`config.mk`:
```
export PLATFORM = sky130hd
export DESIGN_NAME = imem_uart_loader
export DESIGN_NICKNAME = d
export VERILOG_FILES = /design/src/rtl/imem_uart_loader.sv
export SDC_FILE = /design/constraint.sdc
export NUM_CORES = 1
export LEC_CHECK = 0
export BUFFER_PORTS_ARGS = -buffer_cell sky130_fd_sc_hd__clkbuf_2
export CORE_MARGIN = 3
export CORE_UTILIZATION = 54
export CTS_CLUSTER_DIAMETER = 200
export DETAILED_ROUTE_END_ITERATION = 12
export GPL_TIMING_DRIVEN = 0
export MAX_ROUTING_LAYER = met4
export PLACE_DENSITY = 0.86
export SYNTH_ARGS = -nofsm -noshare
export SYNTH_HDL_FRONTEND = slang
export SYNTH_SLANG_ARGS = --single-unit
```
`constraint.sdc`:
```
create_clock -name clk -period 3 [get_ports clk]
set_clock_uncertainty 0.05 [all_clocks]
set_input_delay 0.45 -clock clk [delete_from_list [all_inputs] [get_ports clk]]
set_output_delay 0.45 -clock clk [all_outputs]
set_load 0.02 [all_outputs]
```
`src/rtl/imem_uart_loader.sv`:
```
// UART program loader for the instruction BRAM. It receives a framed image
// (SYNC, length, words, XOR checksum), writes it word by word, and releases the core.
module imem_uart_loader #(
  parameter int          CLKS_PER_BIT = 868,
  parameter int          ADDR_W       = 10,
  parameter logic [7:0]  SYNC_BYTE    = 8'hA5
) (
  input  logic              clk,
  input  logic              rst,
  input  logic              rx,
  output logic              imem_we,
  output logic [ADDR_W-1:0] imem_addr,
  output logic [31:0]       imem_din,
  output logic              cpu_hold,
  output logic              done,
  output logic              err,
  output logic [1:0]        err_code
);

  localparam int               CNT_W     = $clog2(CLKS_PER_BIT);
  localparam logic [CNT_W-1:0] HALF_BIT  = CNT_W'(CLKS_PER_BIT / 2 - 1);
  localparam logic [CNT_W-1:0] FULL_BIT  = CNT_W'(CLKS_PER_BIT - 1);
  localparam logic [16:0]      MAX_WORDS = 17'(2 ** ADDR_W);

  localparam logic [1:0] CODE_LEN   = 2'd1;
  localparam logic [1:0] CODE_FRAME = 2'd2;
  localparam logic [1:0] CODE_CSUM  = 2'd3;

  // ---------------------------------------------------------------- RX engine
  typedef enum logic [2:0] {RX_IDLE, RX_START, RX_DATA, RX_STOP, RX_END} rx_state_t;

  rx_state_t        rx_state, rx_next;
  logic [1:0]       rx_sync;
  logic             rx_s, rx_prev;
  logic [CNT_W-1:0] bit_cnt;
  logic [2:0]       bit_idx;
  logic [7:0]       rx_byte;
  logic             stop_bit;
  logic             bit_done;
  logic             byte_valid, frame_err;

  assign rx_s     = rx_sync[1];
  assign bit_done = (rx_state == RX_START) ? (bit_cnt == HALF_BIT) : (bit_cnt == FULL_BIT);

  // NOTE: state elements use non-blocking assignments so every flop samples
  // pre-edge values regardless of the order the blocks are evaluated in.
  always_ff @(posedge clk or negedge rst) begin
    if (!rst) begin
      rx_sync <= 2'b11;
      rx_prev <= 1'b1;
    end else begin
      rx_sync <= {rx_sync[0], rx};
      rx_prev <= rx_s;
    end
  end

  always_ff @(posedge clk or negedge rst) begin
    if (!rst) rx_state <= RX_IDLE;
    else      rx_state <= rx_next;
  end

  // NOTE: the default assignment before the case keeps this purely combinational.
  always_comb begin
    rx_next = rx_state;
    unique case (rx_state)
      RX_IDLE:  if (rx_prev && !rx_s)         rx_next = RX_START;
      RX_START: if (bit_done)                 rx_next = rx_s ? RX_IDLE : RX_DATA;
      RX_DATA:  if (bit_done && bit_idx == 3'd7) rx_next = RX_STOP;
      RX_STOP:  if (bit_done)                 rx_next = RX_END;
      RX_END:                                 rx_next = RX_IDLE;
      default:                                rx_next = RX_IDLE;
    endcase
  end

  always_ff @(posedge clk or negedge rst) begin
    if (!rst) begin
      bit_cnt  <= '0;
      bit_idx  <= '0;
      rx_byte  <= '0;
      stop_bit <= 1'b0;
    end else begin
      if (rx_state == RX_IDLE || bit_done) bit_cnt <= '0;
      else                                 bit_cnt <= bit_cnt + 1'b1;
      if (rx_state == RX_START) bit_idx <= '0;
      if (rx_state == RX_DATA && bit_done) begin
        rx_byte <= {rx_s, rx_byte[7:1]};
        bit_idx <= bit_idx + 1'b1;
      end
      if (rx_state == RX_STOP && bit_done) stop_bit <= rx_s;
    end
  end

  always_comb begin
    byte_valid = (rx_state == RX_END) &&  stop_bit;
    frame_err  = (rx_state == RX_END) && !stop_bit;
  end

  // ----------------------------------------------------------------- Load FSM
  typedef enum logic [2:0] {
    L_IDLE, L_LEN_HI, L_LEN_LO, L_DATA, L_CSUM, L_DONE, L_ERR
  } load_state_t;

  load_state_t ld_state, ld_next;
  logic [7:0]  len_hi_q;
  logic [15:0] len_q;
  logic [15:0] len_in;
  logic [7:0]  csum_q;
  logic [1:0]  byte_cnt;
  logic        word_rdy;
  logic        is_sync, len_bad, last_word, in_frame;

  assign is_sync   = byte_valid && (rx_byte == SYNC_BYTE);
  assign len_in    = {len_hi_q, rx_byte};
  assign len_bad   = (len_in == 16'd0) || ({1'b0, len_in} > MAX_WORDS);
  assign last_word = (16'(imem_addr) == len_q - 16'd1);
  assign in_frame  = (ld_state == L_LEN_HI) || (ld_state == L_LEN_LO) ||
                     (ld_state == L_DATA)   || (ld_state == L_CSUM);

  always_ff @(posedge clk or negedge rst) begin
    if (!rst) ld_state <= L_IDLE;
    else      ld_state <= ld_next;
  end

  always_comb begin
    ld_next = ld_state;
    unique case (ld_state)
      L_IDLE, L_DONE, L_ERR: if (is_sync) ld_next = L_LEN_HI;
      L_LEN_HI: if (frame_err) ld_next = L_ERR;
                else if (byte_valid) ld_next = L_LEN_LO;
      L_LEN_LO: if (frame_err) ld_next = L_ERR;
                else if (byte_valid) ld_next = len_bad ? L_ERR : L_DATA;
      L_DATA:   if (frame_err) ld_next = L_ERR;
                else if (word_rdy && last_word) ld_next = L_CSUM;
      L_CSUM:   if (frame_err) ld_next = L_ERR;
                else if (byte_valid) ld_next = (rx_byte == csum_q) ? L_DONE : L_ERR;
      default:  ld_next = L_IDLE;
    endcase
  end

  // The strobe is issued the cycle after the 4th byte, so the whole word is in imem_din.
  always_comb begin
    imem_we  = (ld_state == L_DATA) && word_rdy;
    done     = (ld_state == L_DONE);
    cpu_hold = (ld_state != L_DONE);
    err      = (ld_state == L_ERR);
  end

  always_ff @(posedge clk or negedge rst) begin
    if (!rst) begin
      imem_addr <= '0;
      imem_din  <= '0;
      err_code  <= '0;
      len_hi_q  <= '0;
      len_q     <= '0;
      csum_q    <= '0;
      byte_cnt  <= '0;
      word_rdy  <= 1'b0;
    end else begin
      word_rdy <= byte_valid && (ld_state == L_DATA) && (byte_cnt == 2'd3);
      if (byte_valid) begin
        unique case (ld_state)
          L_IDLE, L_DONE, L_ERR: if (is_sync) begin
            imem_addr <= '0;
            err_code  <= '0;
            csum_q    <= '0;
            byte_cnt  <= '0;
          end
          L_LEN_HI: begin
            len_hi_q <= rx_byte;
            csum_q   <= csum_q ^ rx_byte;
          end
          L_LEN_LO: begin
            len_q    <= len_in;
            csum_q   <= csum_q ^ rx_byte;
            byte_cnt <= '0;
            if (len_bad) err_code <= CODE_LEN;
          end
          L_DATA: begin
            imem_din <= {imem_din[23:0], rx_byte};
            csum_q   <= csum_q ^ rx_byte;
            byte_cnt <= byte_cnt + 1'b1;
          end
          L_CSUM: if (rx_byte != csum_q) err_code <= CODE_CSUM;
          default: ;
        endcase
      end
      if (frame_err && in_frame) err_code <= CODE_FRAME;
      // Address stays on the final word so it never exceeds N-1.
      if (imem_we && !last_word) imem_addr <= imem_addr + 1'b1;
    end
  end

endmodule

```
Yosys cells after proc, flatten, opt, wreduce, memory -nomap -nowiden
Index checks and enable logic that the tools add are counted.
{ "word_totals": {"out_inout_bits": 48, "register_bits": 110, "inputBits": 3} }
{ "op_classes": {"n_reduce_logical": 43, "n_mux": 35, "n_lt_le_gt_ge": 1, "n_addsub": 5, "n_bitwise": 1, "n_eq_ne": 31} }
{ "op_table": {"columns": ["operator", "count"], "rows": [
  ["10-bit two-way mux", 5],
  ["3-bit two-way mux", 16],
  ["10-bit by 1-bit adder with 10-bit output, second input constant", 2],
  ["10-bit by 16-bit equality test with 1-bit output", 1],
  ["16-bit by 11-bit > comparator with 1-bit output, second input constant", 1],
  ["16-bit logical NOT", 1],
  ["8-bit case mux with 2 select lines", 1],
  ["16-bit by 1-bit subtractor with 16-bit output, second input constant", 1],
  ["3-bit equality test, second input constant", 5],
  ["3-bit != test, second input constant", 5],
  ["3-bit case mux with 5 select lines", 1],
  ["2-bit two-way mux", 7],
  ["1-bit logical AND", 13],
  ["3-bit by 2-bit equality test with 1-bit output, second input constant", 4],
  ["2-bit case mux with 3 select lines", 2],
  ["3-bit case mux with 4 select lines", 1],
  ["2-bit nonzero test", 6],
  ["10-bit equality test, second input constant", 1],
  ["10-bit by 9-bit equality test with 1-bit output, second input constant", 1],
  ["2-bit != test, second input constant", 5],
  ["5-bit AND reduction", 2],
  ["3-bit AND reduction", 3],
  ["8-bit equality test", 1],
  ["8-bit equality test, second input constant", 1],
  ["other kinds (18)", 30]
]} }

Logic depth before layout (Yosys ltp)
{ "logic_depth": {"word_depth": 7, "depth_mapped": 11, "ltp_nobuf": 9} }

Worst setup path before layout
No wires, ideal clock.
{ "synth_timing": {"kind": "flip-flop to flip-flop", "from": "reg len_q[0]", "to": "reg imem_addr[2]", "stages_incl_launch_ff": 12, "setup_time_ps": 126, "t_arrival_ps": 2777, "slack_ps": 47, "path_cell_list": "dfrtp_1 inv_1 ha_1 buf_2 or4b_1 or4b_1 a21o_1 a22oi_1 and3b_1 buf_6 nor2_4 a221o_1"} }
{ "synth_between": {"elab_chain_cells": 6, "word_cells_on_any_way": 9, "cone_classes": "add/sub (1); eq/ne (1); mux (1); reduce/logical (6)"} }
{ "synth_rtl": {"columns": ["item", "line", "source"], "rows": [
  ["start, declared", "105", "logic [15:0] len_q;"],
  ["start signal, assigned", "173", "len_q <= len_in;"],
  ["16-bit by 1-bit subtractor with 16-bit output *", "115", "assign last_word = (16'(imem_addr) == len_q - 16'd1);"],
  ["10-bit by 16-bit equality test with 1-bit output *", "115", null],
  ["1-bit logical NOT *", "189", "if (imem_we && !last_word) imem_addr <= imem_addr + 1'b1;"],
  ["1-bit logical AND *", "189", null],
  ["2-bit nonzero test (no source line)", null, null],
  ["3-bit AND reduction (no source line)", null, null],
  ["end signal, assigned", "189", null],
  ["end, declared", "12", "output logic [ADDR_W-1:0] imem_addr,"]
]} }
Mark *: on every way between the ends. The rest lies on a longest branch, timed or not.
A chain may end at the register's enable or synchronous reset.

Worst setup path after layout
{ "layout_timing": {"from": "reg len_q[6]", "to": "reg imem_addr[7]"} }
Same word-level chain as after synthesis.

==> results.md <==
* EDFF count, synth at 0
* Root buffer cell: clkbuf_8
* CTS Sinks at 110
* Crit-path max FO at 8
* Final setup fails at 0
* Clock-pin slew on the worst setup and hold paths at 110 ps
* Die area at about 0.012 mm2
* Clk Latency, worst-skew pair at 380 ps
* Worst path max stage delay at approximately 520 ps
* Count leader, synth: nand2_1
* Layout cells sized above 1 at 0.208
* Post-DP HPWL at 8750 um
* Tmin final at roughly 3000 ps
* Fin crit share at 0.982
* TritonRoute pass-1 iters at 8
* Die width at approximately 110 um
* Post-CTS Hold Fix Bufs at 0
* Syn avg cell area at 9.42 um2
* H-tree levels at 3
* Startpoint Class: flip-flop
* CP endpoint kind: flip-flop
* Post-synthesis sequential area ratio at 0.497
* Cell row count at 36
* Met1 Track Usage GR at 0.285
* Starting DRT DRC Count at about 450
* Fillers at around 800
* First-pass GRT wire length at around 21000 um
* Number of remaining DRC errors at 0
* Mapped Nets at between 500 and 600
* Most common cell on crit path: buf_6
* Critical path's top delay family: simple AND/OR/NAND/NOR gates
* CTS Buffer Depth at 2
* Routing usage on met3 at 0.0516
* Reg power frac at 0.614
* FF-to-FF setup slack at 50 ps
* Drt via density at approximately 5.8
* Total Routing Usage GR at 0.236
* Worst path buffer plus inverter count at 2
* GRT Max-Usage Layer: met2
* Total number of vias at between 4000 and 5000
* Max Clk Rate at between 300 and 400 MHz
* Nets at roughly 670
* Combinational share of power at 0.053
* CTS tree: built
* Top-area cell type share of the netlist area at 0.483
* Leakage at about 3.2 nW
* Synth area leader: dfrtp_1
* Final Util at 0.642
* Fraction of synthesis flops using an asynchronous set or reset pin at 1.00
* Reg2reg path depth at 9
* Area grow syn2layout at 14.3%
* Worst Max-Slew Pin Slew at roughly 870 ps
* CTS buffer count at 9
* IO Pins at 51
* Clock share of power at 0.334
* Net switching power figure at between 0.0006 and 0.0007 W
* Port Buffers at 50
* Placed cell count at between 700 and 800
* GPL Wtd Cong at approximately 0.94
* Core ar. at between 0.009 and 0.01 mm2
* GR Overflow Total at 0
* Post-synth top cells: nand2_1 (123), dfrtp_1 (107), nor2_1 (48), o21ai_0 (30), mux2_2 (28)
* Status: finished, final reports clean
* Ys flop type: dfrtp_1
* Req. time, crit path at between 3000 and 4000 ps
* Vias in the first global route at approximately 4500
* Pwr dens at between 400 and 500 mW/mm2
* Warnings, synthesis at 0
* ANT nets after route at 0
* CP cell instances: or4_4 -> buf_6 -> or4_1 -> o32a_1 -> a2111oi_4 -> and3b_1 -> buf_6 -> nor2_2 -> a221o_1
* Max-cap violations at 0
* Diodes inserted at 0
* Max transition margin at 0.421
* Pint at about 0.0019 W
* Min-delay worst type: primary input to async pin
* Met2 Use GR at 0.403
* Final WL at between 10000 and 15000 um
* Crit. path cell count at 9
* Sw frac at 0.258
* Yosys reg bits at 110
* Worst vdd ir at about 380 uV
* Final hold vios at 0
* Distinct cell type count of the synthesized netlist at 66
* CP max stage cell: or4_4
* Final Slew Violations at 0
* Initial antenna violation count at 0
* Synth top area cells: dfrtp_1 (48%), nand2_1 (8.3%), mux2_2 (5.7%)
* Critical path class: flip-flop to flip-flop
* Pin count of the biggest net entering global routing at between 100 and 150
* Worst path arrival time at approximately 3200 ps
* Die Span Y at 107 um
* WL per Instance at between 15 and 20 um
* Final std cells w/o fill at about 800
* Post-Syn Instances at just under 600
* Post-Synthesis Cell Area at ~0.0055 mm2
* Initial Util at 0.562
worst register-to-register path, stage by stage, from the launching register on:
cell and delay, ps:
dfrtp_2 460, or4_4 520, buf_6 140, or4_1 390
o32a_1 200, a2111oi_4 320, and3b_1 230, buf_6 140
nor2_2 70, a221o_1 320
sequential cells by signal, indices dropped and copies added, names as in the netlist, 2 cells and up:
name and flops:
imem_din 32, bit_idx 3, len_q 16, rx_byte 8, csum_q 8, byte_cnt 2, rx_state 3, bit_cnt 10
err_code 2, len_hi_q 8, imem_addr 10, rx_sync 2, ld_state 3
metrics by stage:
step	setup TNS (ps)	hold slack (ps)	setup slack, ps	instance area, um2	power, W
after floorplan	0	104	46.9	5540	0.00170
after global placement	-1430	296	-178	5960	0.00174
after detailed placement	-2380	300	-274	5970	0.00176
after CTS	0	73.5	7.99	6210	0.00262
after global routing	-11.8	76.7	-6.54	6330	0.00271
final	0	78.7	54.1	6330	0.00260
routing by layer:
| layer | vias up | wire length, um |
|---|---|---|
| li1 | 2198 | - |
| met1 | 2297 | 5350 |
| met2 | 108 | 6570 |
| met3 | 22 | 522 |
| met4 | 0 | 187 |
| met5 | - | 0 |
power groups by stage:
| stage | Clock [W] | Sequential [W] | Combinational (W) |
|---|---|---|---|
| detailed placement | 0 | 0.00162 | 0.000138 |
| floorplan | 0 | 0.00161 | 0.0000904 |
| global route | 0.000951 | 0.00160 | 0.000158 |
| finish | 0.000867 | 0.00160 | 0.000137 |
| global placement | 0 | 0.00161 | 0.000128 |
| CTS | 0.000891 | 0.00159 | 0.000140 |
layout by cell type, fill, tap and decap left out, drive strengths merged, types with 3 or more instances in the layout:
cell / count
mux2: 29
nor2b: 3
nor4: 6
dfrtp: 107
nand2: 123
o21ai: 37
nand4: 8
a221o: 6
dfstp: 3
a21o: 3
buf: 21
nand2b: 14
clkinv: 3
nor3: 12
o211ai: 5
ha: 6
xor2: 13
a21oi: 7
inv: 20
or3: 5
nand3b: 3
or4: 7
nand3: 24
or2: 5
xnor2: 13
nor2: 50
nor4b: 4
a31oi: 6
clkbuf: 81
logic make-up (layout without fill, tap and decap cells):
group,after synthesis,in the layout,synth area share
AOI/OAI and AO/OA,87,87,0.108
xor gates and xnor gates,26,26,0.0411
adders and majority gates,6,6,0.0135
buffers and inverters,48,127,0.0345
DFF,110,110,0.497
muxes,30,30,0.0607
and+or+nand+nor,281,282,0.245
final cells by class:
type	instances	area (um2)	area share
Clock inverter	6	55.1	0.00869
Inverter	19	71.3	0.0113
Multi-Input combinational cell	431	2650	0.418
Buffer	25	110	0.0174
Timing Repair Buffer	67	387	0.0611
Clock buffer	10	138	0.0217
Sequential cell	110	2760	0.436
Tap cell	133	166	0.0263
path summary, 6_finish.rpt:
path | endpoint | from
worst max-delay path | imem_addr[7] | len_q[6]
worst min-delay path | imem_addr[4] | rst
worst max register to register | imem_addr[7] | len_q[6]
worst min register to register | rx_sync[1] | rx_sync[0]
max in group asynchronous | csum_q[2] | rst
min in group clk | rx_sync[0] | rx
repair_timing:
item	4_1_cts	5_1_grt
cloned	0	1
buffers inserted	4	13
resized for setup	5	13
endpoints found under the setup margin	16	28
pin swaps	5	3
No activity file was read; power rests on OpenSTA's default activity.
